## src/rtl/uart_pkg.sv

```systemverilog
// Shared UART types and helpers: transmitter FSM states, baud divisor, parity modes.
package uart_pkg;

  typedef enum logic [2:0] {
    StIdle,
    StStart,
    StData,
    StParity,
    StStop
  } tx_state_e;

  localparam logic ParityEven = 1'b0;
  localparam logic ParityOdd  = 1'b1;

  // Clock cycles per line bit, integer-truncated.
  function automatic int unsigned baud_divisor(input int unsigned clock, input int unsigned baud);
    return clock / baud;
  endfunction

endpackage

```

## src/rtl/sync_fifo.sv

```systemverilog
// Synchronous FIFO with occupancy count; power-of-two depth, pointers wrap naturally.
module sync_fifo #(
  parameter int unsigned Depth  = 16,
  parameter int unsigned Width  = 8,
  parameter int unsigned LevelW = $clog2(Depth + 1)
) (
  input  logic              clk,
  input  logic              rst,
  input  logic              push,
  input  logic [Width-1:0]  wdata,
  input  logic              pop,
  output logic [Width-1:0]  rdata,
  output logic              full,
  output logic              empty,
  output logic [LevelW-1:0] level
);

  localparam int unsigned PtrW = $clog2(Depth);

  if ((Depth < 2) || ((Depth & (Depth - 1)) != 0)) begin : g_bad_depth
    $error("sync_fifo: Depth must be a power of two and >= 2");
  end

  logic [Width-1:0]  mem_q [Depth];
  logic [PtrW-1:0]   wr_ptr_q, wr_ptr_d;
  logic [PtrW-1:0]   rd_ptr_q, rd_ptr_d;
  logic [LevelW-1:0] count_q, count_d;
  logic              do_push, do_pop;

  assign full    = (count_q == LevelW'(Depth));
  assign empty   = (count_q == '0);
  assign level   = count_q;
  assign rdata   = mem_q[rd_ptr_q];
  assign do_push = push & ~full;
  assign do_pop  = pop & ~empty;

  // Pointer and count next-state; push+pop together leaves the count unchanged.
  always_comb begin
    wr_ptr_d = wr_ptr_q;
    rd_ptr_d = rd_ptr_q;
    count_d  = count_q;
    if (do_push) wr_ptr_d = wr_ptr_q + 1'b1;
    if (do_pop)  rd_ptr_d = rd_ptr_q + 1'b1;
    case ({do_push, do_pop})
      2'b10:   count_d = count_q + 1'b1;
      2'b01:   count_d = count_q - 1'b1;
      default: count_d = count_q;
    endcase
  end

  // Control state; reset discards contents by clearing the pointers.
  always_ff @(posedge clk) begin
    if (rst) begin
      wr_ptr_q <= '0;
      rd_ptr_q <= '0;
      count_q  <= '0;
    end else begin
      wr_ptr_q <= wr_ptr_d;
      rd_ptr_q <= rd_ptr_d;
      count_q  <= count_d;
    end
  end

  // Storage write port.
  always_ff @(posedge clk) begin
    if (do_push) mem_q[wr_ptr_q] <= wdata;
  end

endmodule

```

## src/rtl/uart_tx_cfg.sv

```systemverilog
// Configurable UART transmitter: FIFO-buffered, parity and 1/2 stop bits latched per frame.
// Optional macro UART_TX_CTS_EN adds a synchronised active-low cts_n flow-control input.
module uart_tx_cfg
  import uart_pkg::*;
#(
  parameter int unsigned CLOCK_FREQUENCY = 27000000,
  parameter int unsigned BAUD_RATE       = 115200,
  parameter int unsigned DATA_BITS       = 8,
  parameter int unsigned FIFO_DEPTH      = 16,
  parameter int unsigned LEVEL_W         = $clog2(FIFO_DEPTH + 1)
) (
  input  logic                 clk,
  input  logic                 rst,
  input  logic [DATA_BITS-1:0] tx_data,
  input  logic                 tx_valid,
  output logic                 tx_ready,
  input  logic                 parity_en,
  input  logic                 parity_odd,
  input  logic                 two_stop,
`ifdef UART_TX_CTS_EN
  input  logic                 cts_n,
`endif
  output logic                 uart_tx_pin,
  output logic                 tx_busy,
  output logic [LEVEL_W-1:0]   fifo_level
);

  localparam int unsigned BaudDiv = baud_divisor(CLOCK_FREQUENCY, BAUD_RATE);
  localparam int unsigned CntW    = (BaudDiv > 1) ? $clog2(BaudDiv) : 1;
  localparam int unsigned BitW    = $clog2(DATA_BITS);

  if (BaudDiv < 2) begin : g_bad_div
    $error("uart_tx_cfg: baud divisor must be >= 2");
  end
  if ((DATA_BITS < 5) || (DATA_BITS > 9)) begin : g_bad_bits
    $error("uart_tx_cfg: DATA_BITS must be 5..9");
  end

  logic                 fifo_pop, fifo_full, fifo_empty;
  logic [DATA_BITS-1:0] fifo_rdata;
  logic                 cts_ok;

  sync_fifo #(
    .Depth  (FIFO_DEPTH),
    .Width  (DATA_BITS),
    .LevelW (LEVEL_W)
  ) u_fifo (
    .clk   (clk),
    .rst   (rst),
    .push  (tx_valid),
    .wdata (tx_data),
    .pop   (fifo_pop),
    .rdata (fifo_rdata),
    .full  (fifo_full),
    .empty (fifo_empty),
    .level (fifo_level)
  );

  assign tx_ready = ~fifo_full;

`ifdef UART_TX_CTS_EN
  logic cts_meta_q, cts_sync_q;

  // Two-flop synchroniser; resets to "not clear" so nothing starts before it settles.
  always_ff @(posedge clk) begin
    if (rst) begin
      cts_meta_q <= 1'b1;
      cts_sync_q <= 1'b1;
    end else begin
      cts_meta_q <= cts_n;
      cts_sync_q <= cts_meta_q;
    end
  end

  assign cts_ok = ~cts_sync_q;
`else
  assign cts_ok = 1'b1;
`endif

  tx_state_e            state_q, state_d;
  logic [CntW-1:0]      baud_cnt_q, baud_cnt_d;
  logic [BitW-1:0]      bit_idx_q, bit_idx_d;
  logic                 stop_idx_q, stop_idx_d;
  logic [DATA_BITS-1:0] shift_q, shift_d;
  logic                 par_bit_q, par_bit_d;
  logic                 par_en_q, par_en_d;
  logic                 two_stop_q, two_stop_d;
  logic                 pin_q, pin_d;
  logic                 bit_done, can_start;

  assign bit_done    = (baud_cnt_q == CntW'(BaudDiv - 1));
  assign can_start   = ~fifo_empty & cts_ok;
  assign uart_tx_pin = pin_q;
  assign tx_busy     = (state_q != StIdle);

  // Frame sequencing; the pin is computed one cycle ahead so it leaves a flop.
  always_comb begin
    state_d    = state_q;
    baud_cnt_d = '0;
    bit_idx_d  = bit_idx_q;
    stop_idx_d = stop_idx_q;
    shift_d    = shift_q;
    par_bit_d  = par_bit_q;
    par_en_d   = par_en_q;
    two_stop_d = two_stop_q;
    pin_d      = pin_q;
    fifo_pop   = 1'b0;

    if (state_q != StIdle && !bit_done) baud_cnt_d = baud_cnt_q + 1'b1;

    unique case (state_q)
      StIdle: begin
        pin_d = 1'b1;
      end
      StStart: begin
        if (bit_done) begin
          state_d   = StData;
          bit_idx_d = '0;
          pin_d     = shift_q[0];
        end
      end
      StData: begin
        if (bit_done) begin
          if (bit_idx_q == BitW'(DATA_BITS - 1)) begin
            if (par_en_q) begin
              state_d = StParity;
              pin_d   = par_bit_q;
            end else begin
              state_d    = StStop;
              stop_idx_d = 1'b0;
              pin_d      = 1'b1;
            end
          end else begin
            bit_idx_d = bit_idx_q + 1'b1;
            shift_d   = shift_q >> 1;
            pin_d     = shift_q[1];
          end
        end
      end
      StParity: begin
        if (bit_done) begin
          state_d    = StStop;
          stop_idx_d = 1'b0;
          pin_d      = 1'b1;
        end
      end
      StStop: begin
        if (bit_done) begin
          if (two_stop_q && !stop_idx_q) begin
            stop_idx_d = 1'b1;
          end else begin
            state_d = StIdle;
          end
        end
      end
      default: state_d = StIdle;
    endcase

    // Start a frame from idle, or chain straight out of the last stop bit.
    if ((state_q == StIdle || (state_q == StStop && bit_done && state_d == StIdle)) && can_start)
    begin
      fifo_pop   = 1'b1;
      state_d    = StStart;
      baud_cnt_d = '0;
      shift_d    = fifo_rdata;
      par_bit_d  = (^fifo_rdata) ^ (parity_odd ? ParityOdd : ParityEven);
      par_en_d   = parity_en;
      two_stop_d = two_stop;
      pin_d      = 1'b0;
    end
  end

  // FSM and frame registers; reset aborts any frame and forces the line high.
  always_ff @(posedge clk) begin
    if (rst) begin
      state_q    <= StIdle;
      baud_cnt_q <= '0;
      bit_idx_q  <= '0;
      stop_idx_q <= 1'b0;
      shift_q    <= '0;
      par_bit_q  <= 1'b0;
      par_en_q   <= 1'b0;
      two_stop_q <= 1'b0;
      pin_q      <= 1'b1;
    end else begin
      state_q    <= state_d;
      baud_cnt_q <= baud_cnt_d;
      bit_idx_q  <= bit_idx_d;
      stop_idx_q <= stop_idx_d;
      shift_q    <= shift_d;
      par_bit_q  <= par_bit_d;
      par_en_q   <= par_en_d;
      two_stop_q <= two_stop_d;
      pin_q      <= pin_d;
    end
  end

endmodule

```

## config.mk

```make
export PLATFORM = sky130hd
export DESIGN_NAME = uart_tx_cfg
export DESIGN_NICKNAME = d
export VERILOG_FILES = /design/src/rtl/uart_pkg.sv /design/src/rtl/sync_fifo.sv /design/src/rtl/uart_tx_cfg.sv
export SDC_FILE = /design/constraint.sdc
export NUM_CORES = 1
export LEC_CHECK = 0
export ABC_AREA = 1
export CORE_MARGIN = 4
export CORE_UTILIZATION = 40
export DETAILED_ROUTE_END_ITERATION = 6
export PLACE_DENSITY_LB_ADDON = 0.25
export SYNTH_ARGS = -nofsm -noshare
export SYNTH_HDL_FRONTEND = slang
export SYNTH_HIERARCHICAL = 1
export SYNTH_SLANG_ARGS = --single-unit
```

## constraint.sdc

```tcl
create_clock -name clk -period 2.7 [get_ports clk]
set_input_delay 0.27 -clock clk [delete_from_list [all_inputs] [get_ports clk]]
set_output_delay 0.27 -clock clk [all_outputs]
set_load 0.01 [all_outputs]
```

==> impl_metrics.py <==
metrics = {
    "drt": {
        "dr.pass1.iters": 4,
        "routed_wl_um": 15470,
        "ant_nets": 0,
        "drtIter0Drc": 321,
        "viasPerCell": 5.063,
        "vias": 4977,
        "routedWlPerCell_um": 15.73,
        "drc": 0,
    },
    "worst_setup_path": {
        "path_max_fanout": 7,
        "cp.arrival_ns": 2.68,
        "worst_r2r_path_depth": 20,
        "r2r_setup_slack_ns": 0.33,
        "crit_type": "reg -> reg",
        "end_kind": "flop",
        "start_kind": "flop",
        "r2r-end": "u_fifo/level[4]",
        "required_ns": 3.02,
        "reg2reg_from": "baud_cnt_q[1]",
        "crit_path_end": "u_fifo/level[4]",
        "critPathLaunch": "baud_cnt_q[1]",
    },
    "timing": {
        "finalMaxSlewViolations": 0,
        "skew_ns": 0.008100,
        "period_needed_ns": 2.368,
        "setup_violations": 0,
        "worstMarginPinSlew_ns": 0.6804,
        "relSlewSlack": 0.5450,
        "rsz0062_at_grt": "false",
        "fin_crit_sh": 0.8769,
        "finalHoldViolations": 0,
        "timing.setup.tns_ns": 0,
        "max_freq_ghz": 0.4224,
    },
    "global_routing": {
        "grt_max_degree": 34,
        "grt_pass1_wl_um": 25260,
        "grt_usage": 0.1487,
        "grt.overflow.total": 0,
        "grt_pass1_vias": 4965,
        "antenna_found_initial": 0,
    },
    "floorplan": {
        "fp.dieArea_um2": 21460,
        "io_pins": 22,
        "die_y_um": 146.5,
        "coreArea_um2": 18770,
        "fp.dieW_um": 146.5,
        "rows": 50,
        "initial_core_util": 0.4088,
    },
    "logic_synthesis": {
        "async_flop_share": 0,
        "yosys-top-cells-count": "edfxtp_1, inv_1, nand2_1",
        "ys_types": 42,
        "ys_ff_latch": 172,
        "synth_top_cell_area_share": 0.5010,
        "synth_edf_count": 128,
        "yosysMostFrequentCell": "edfxtp_1",
        "synth_area_per_cell_um2": 11.04,
        "synth.net_count": 721,
        "synthCells": 695,
        "synth.cell_area_um2": 7672,
        "synth_area_leaders": "edfxtp_1, dfxtp_1, mux2i_1",
        "synth_ff_type": "edfxtp_1",
        "synth_top_area_cell": "edfxtp_1",
        "yosysSeqAreaShare": 0.6158,
        "yosysWarnings": 6,
    },
    "clock_network": {
        "cts.path.max_buffers": 2,
        "cts_tree": "built",
        "numCtsBuffers": 17,
        "cts_root_buf": "clkbuf_16",
        "clk_pin_slew_ns": 0.06,
        "cts-htree-levels": 4,
        "clkSinkCount": 172,
        "clk_latency_ns": 0.42,
    },
    "cells_and_area": {
        "n_antenna_cell": 0,
        "area_delta_synth_final_pct": 16.14,
        "final_cell_area_um2": 8911,
        "layout-drive-gt1-share": 0.1295,
        "nets": 764,
        "fillers": 1734,
        "multi_input_area_um2": 2472,
        "seqCellArea_um2": 4730,
    },
    "worst_hold_path": {
        "hold_depth": 1,
        "min-delay-path-class": "reg -> reg",
    },
    "status": {
        "status": "finished clean",
    },
    "power": {
        "ir_worst_vdd_mv": 0.4509,
        "power_density_nw_per_um2": 908.0,
        "power_leakage_nw": 3.333,
    },
    "placement": {
        "gp_congestion": 0.8165,
        "postPlaceCellArea_um2": 8274,
        "dp_hpwl_um": 10650,
        "port_buffers": 21,
    },
    "job": {
        "maxCapViolations": 0,
    },
}
[how the worst min path moves through the flow]
stage                        startpoint            endpoint  slack, ns
after floorplan              tx_data[0]  u_fifo/mem_q[0][0]       0.37
after global placement       two_stop_q          two_stop_q       0.45
after detailed placement     two_stop_q          two_stop_q       0.46
after CTS                     parity_en            par_en_q       0.46
after global routing       bit_idx_q[1]        bit_idx_q[1]       0.49
final                     baud_cnt_q[0]       baud_cnt_q[0]       0.46
[kinds of logic (layout without fill, tap and decap cells)]
family	count (synthesis)	in the layout	share of synthesized area
adder cells (fa/ha/maj)	12	12	0.01957
flip-flops	172	172	0.6158
buffers and inverters	117	171	0.06458
AND/OR/NAND/NOR	206	206	0.1323
XOR/XNOR	11	11	0.01354
multiplexers	32	32	0.04175
AO/OA/AOI/OAI	145	145	0.1125
[registers in the layout (all words and copies together) (netlist names), named ones only]
signal,cells
baud_cnt_q,8
bit_idx_q,3
par_bit_q,1
par_en_q,1
shift_q,8
state_q,3
stop_idx_q,1
two_stop_q,1
u_fifo/level,5
u_fifo/mem_q,128
u_fifo/rd_ptr_q,4
u_fifo/wr_ptr_q,4
uart_tx_pin,1
[placed cells by master (no fill, tap or decap), types with 2 or more instances in the layout]
cell type,n
xor2_1,6
buf_4,27
nor2_4,3
xor2_2,2
edfxtp_1,128
mux2i_1,32
o21ai_1,3
nand2_1,84
nor2_1,46
o211ai_1,32
nor2_2,3
xnor2_1,3
inv_2,4
nor3_1,4
bufinv_16,4
clkinv_1,4
inv_6,3
clkbuf_16,17
buf_12,3
dfxtp_1,42
nand2_4,7
ha_1,11
nor3b_1,9
a21oi_1,47
a211oi_1,3
clkinv_4,2
nand2_2,7
nand3_1,32
o21ai_0,53
nor4_1,2
a21oi_2,2
nand4_1,4
nand3_2,3
clkdlybuf4s50_1,21
inv_1,84
[metal layers]
layer | vias to the layer above | global-route usage | share of wire
met3 | 6 | 0.02824 | 0.030
met2 | 71 | 0.2489 | 0.51
li1 | 2502 | - | -
met5 | - | 0 | 0
met1 | 2398 | 0.1956 | 0.46
met4 | 0 | 0.04892 | 0.0074
[final cells by class]
cell class / instances / share of cell area
clock buffer: 18 / 0.04816
clock inverter: 12 / 0.01924
inverter: 90 / 0.03847
multi-input combinational: 406 / 0.2774
sequential: 172 / 0.5308
tap: 234 / 0.03286
timing repair buffer: 51 / 0.05308
[worst max-delay path: stages (launching register included)]
cell	delay (ns)
dfxtp_1	0.33
inv_1	0.06
ha_1	0.13
nand2_1	0.05
inv_1	0.06
nand2_2	0.07
nor2_4	0.17
nand2_4	0.09
a21oi_4	0.16
nand2_4	0.10
inv_6	0.10
ha_4	0.18
xor2_2	0.17
ha_1	0.17
inv_1	0.05
nand2_2	0.08
nand2_2	0.05
nand3_1	0.07
nand3_1	0.08
nand2_1	0.06
inv_1	0.04
[where the power goes]
group	switching [mW]	internal (mW)	total, mW	leakage (nW)
Combinational	1.43	0.926	2.36	1.52
Sequential	0.185	3.05	3.23	1.52
Clock	0.964	1.54	2.50	0.293
Total	2.58	5.51	8.09	3.33
[per-stage QoR]
stage | hold slack (ns) | instances | setup WS (ns) | utilization | total power, mW
3_3_place_gp | 0.4486 | 951 | 0.1818 | 0.4409 | 5.549
6_report | 0.4599 | 983 | 0.3325 | 0.4748 | 8.091
3_5_place_dp | 0.4580 | 951 | 0.08712 | 0.4409 | 5.621
2_1_floorplan | 0.3689 | 695 | 0.2378 | - | 4.986
4_1_cts | 0.4617 | 981 | 0.06501 | 0.4729 | 8.124
5_1_grt | 0.4893 | 983 | 0.03787 | 0.4748 | 8.598
[repair_timing]
| action | in CTS | in global routing |
|---|---|---|
| resized for setup | 0 | 4 |
| endpoints found under the setup margin | 0 | 3 |
| setup buffers | 0 | 2 |
| hold buffers | 0 | 0 |
No activity file was read; power rests on OpenSTA's default activity.
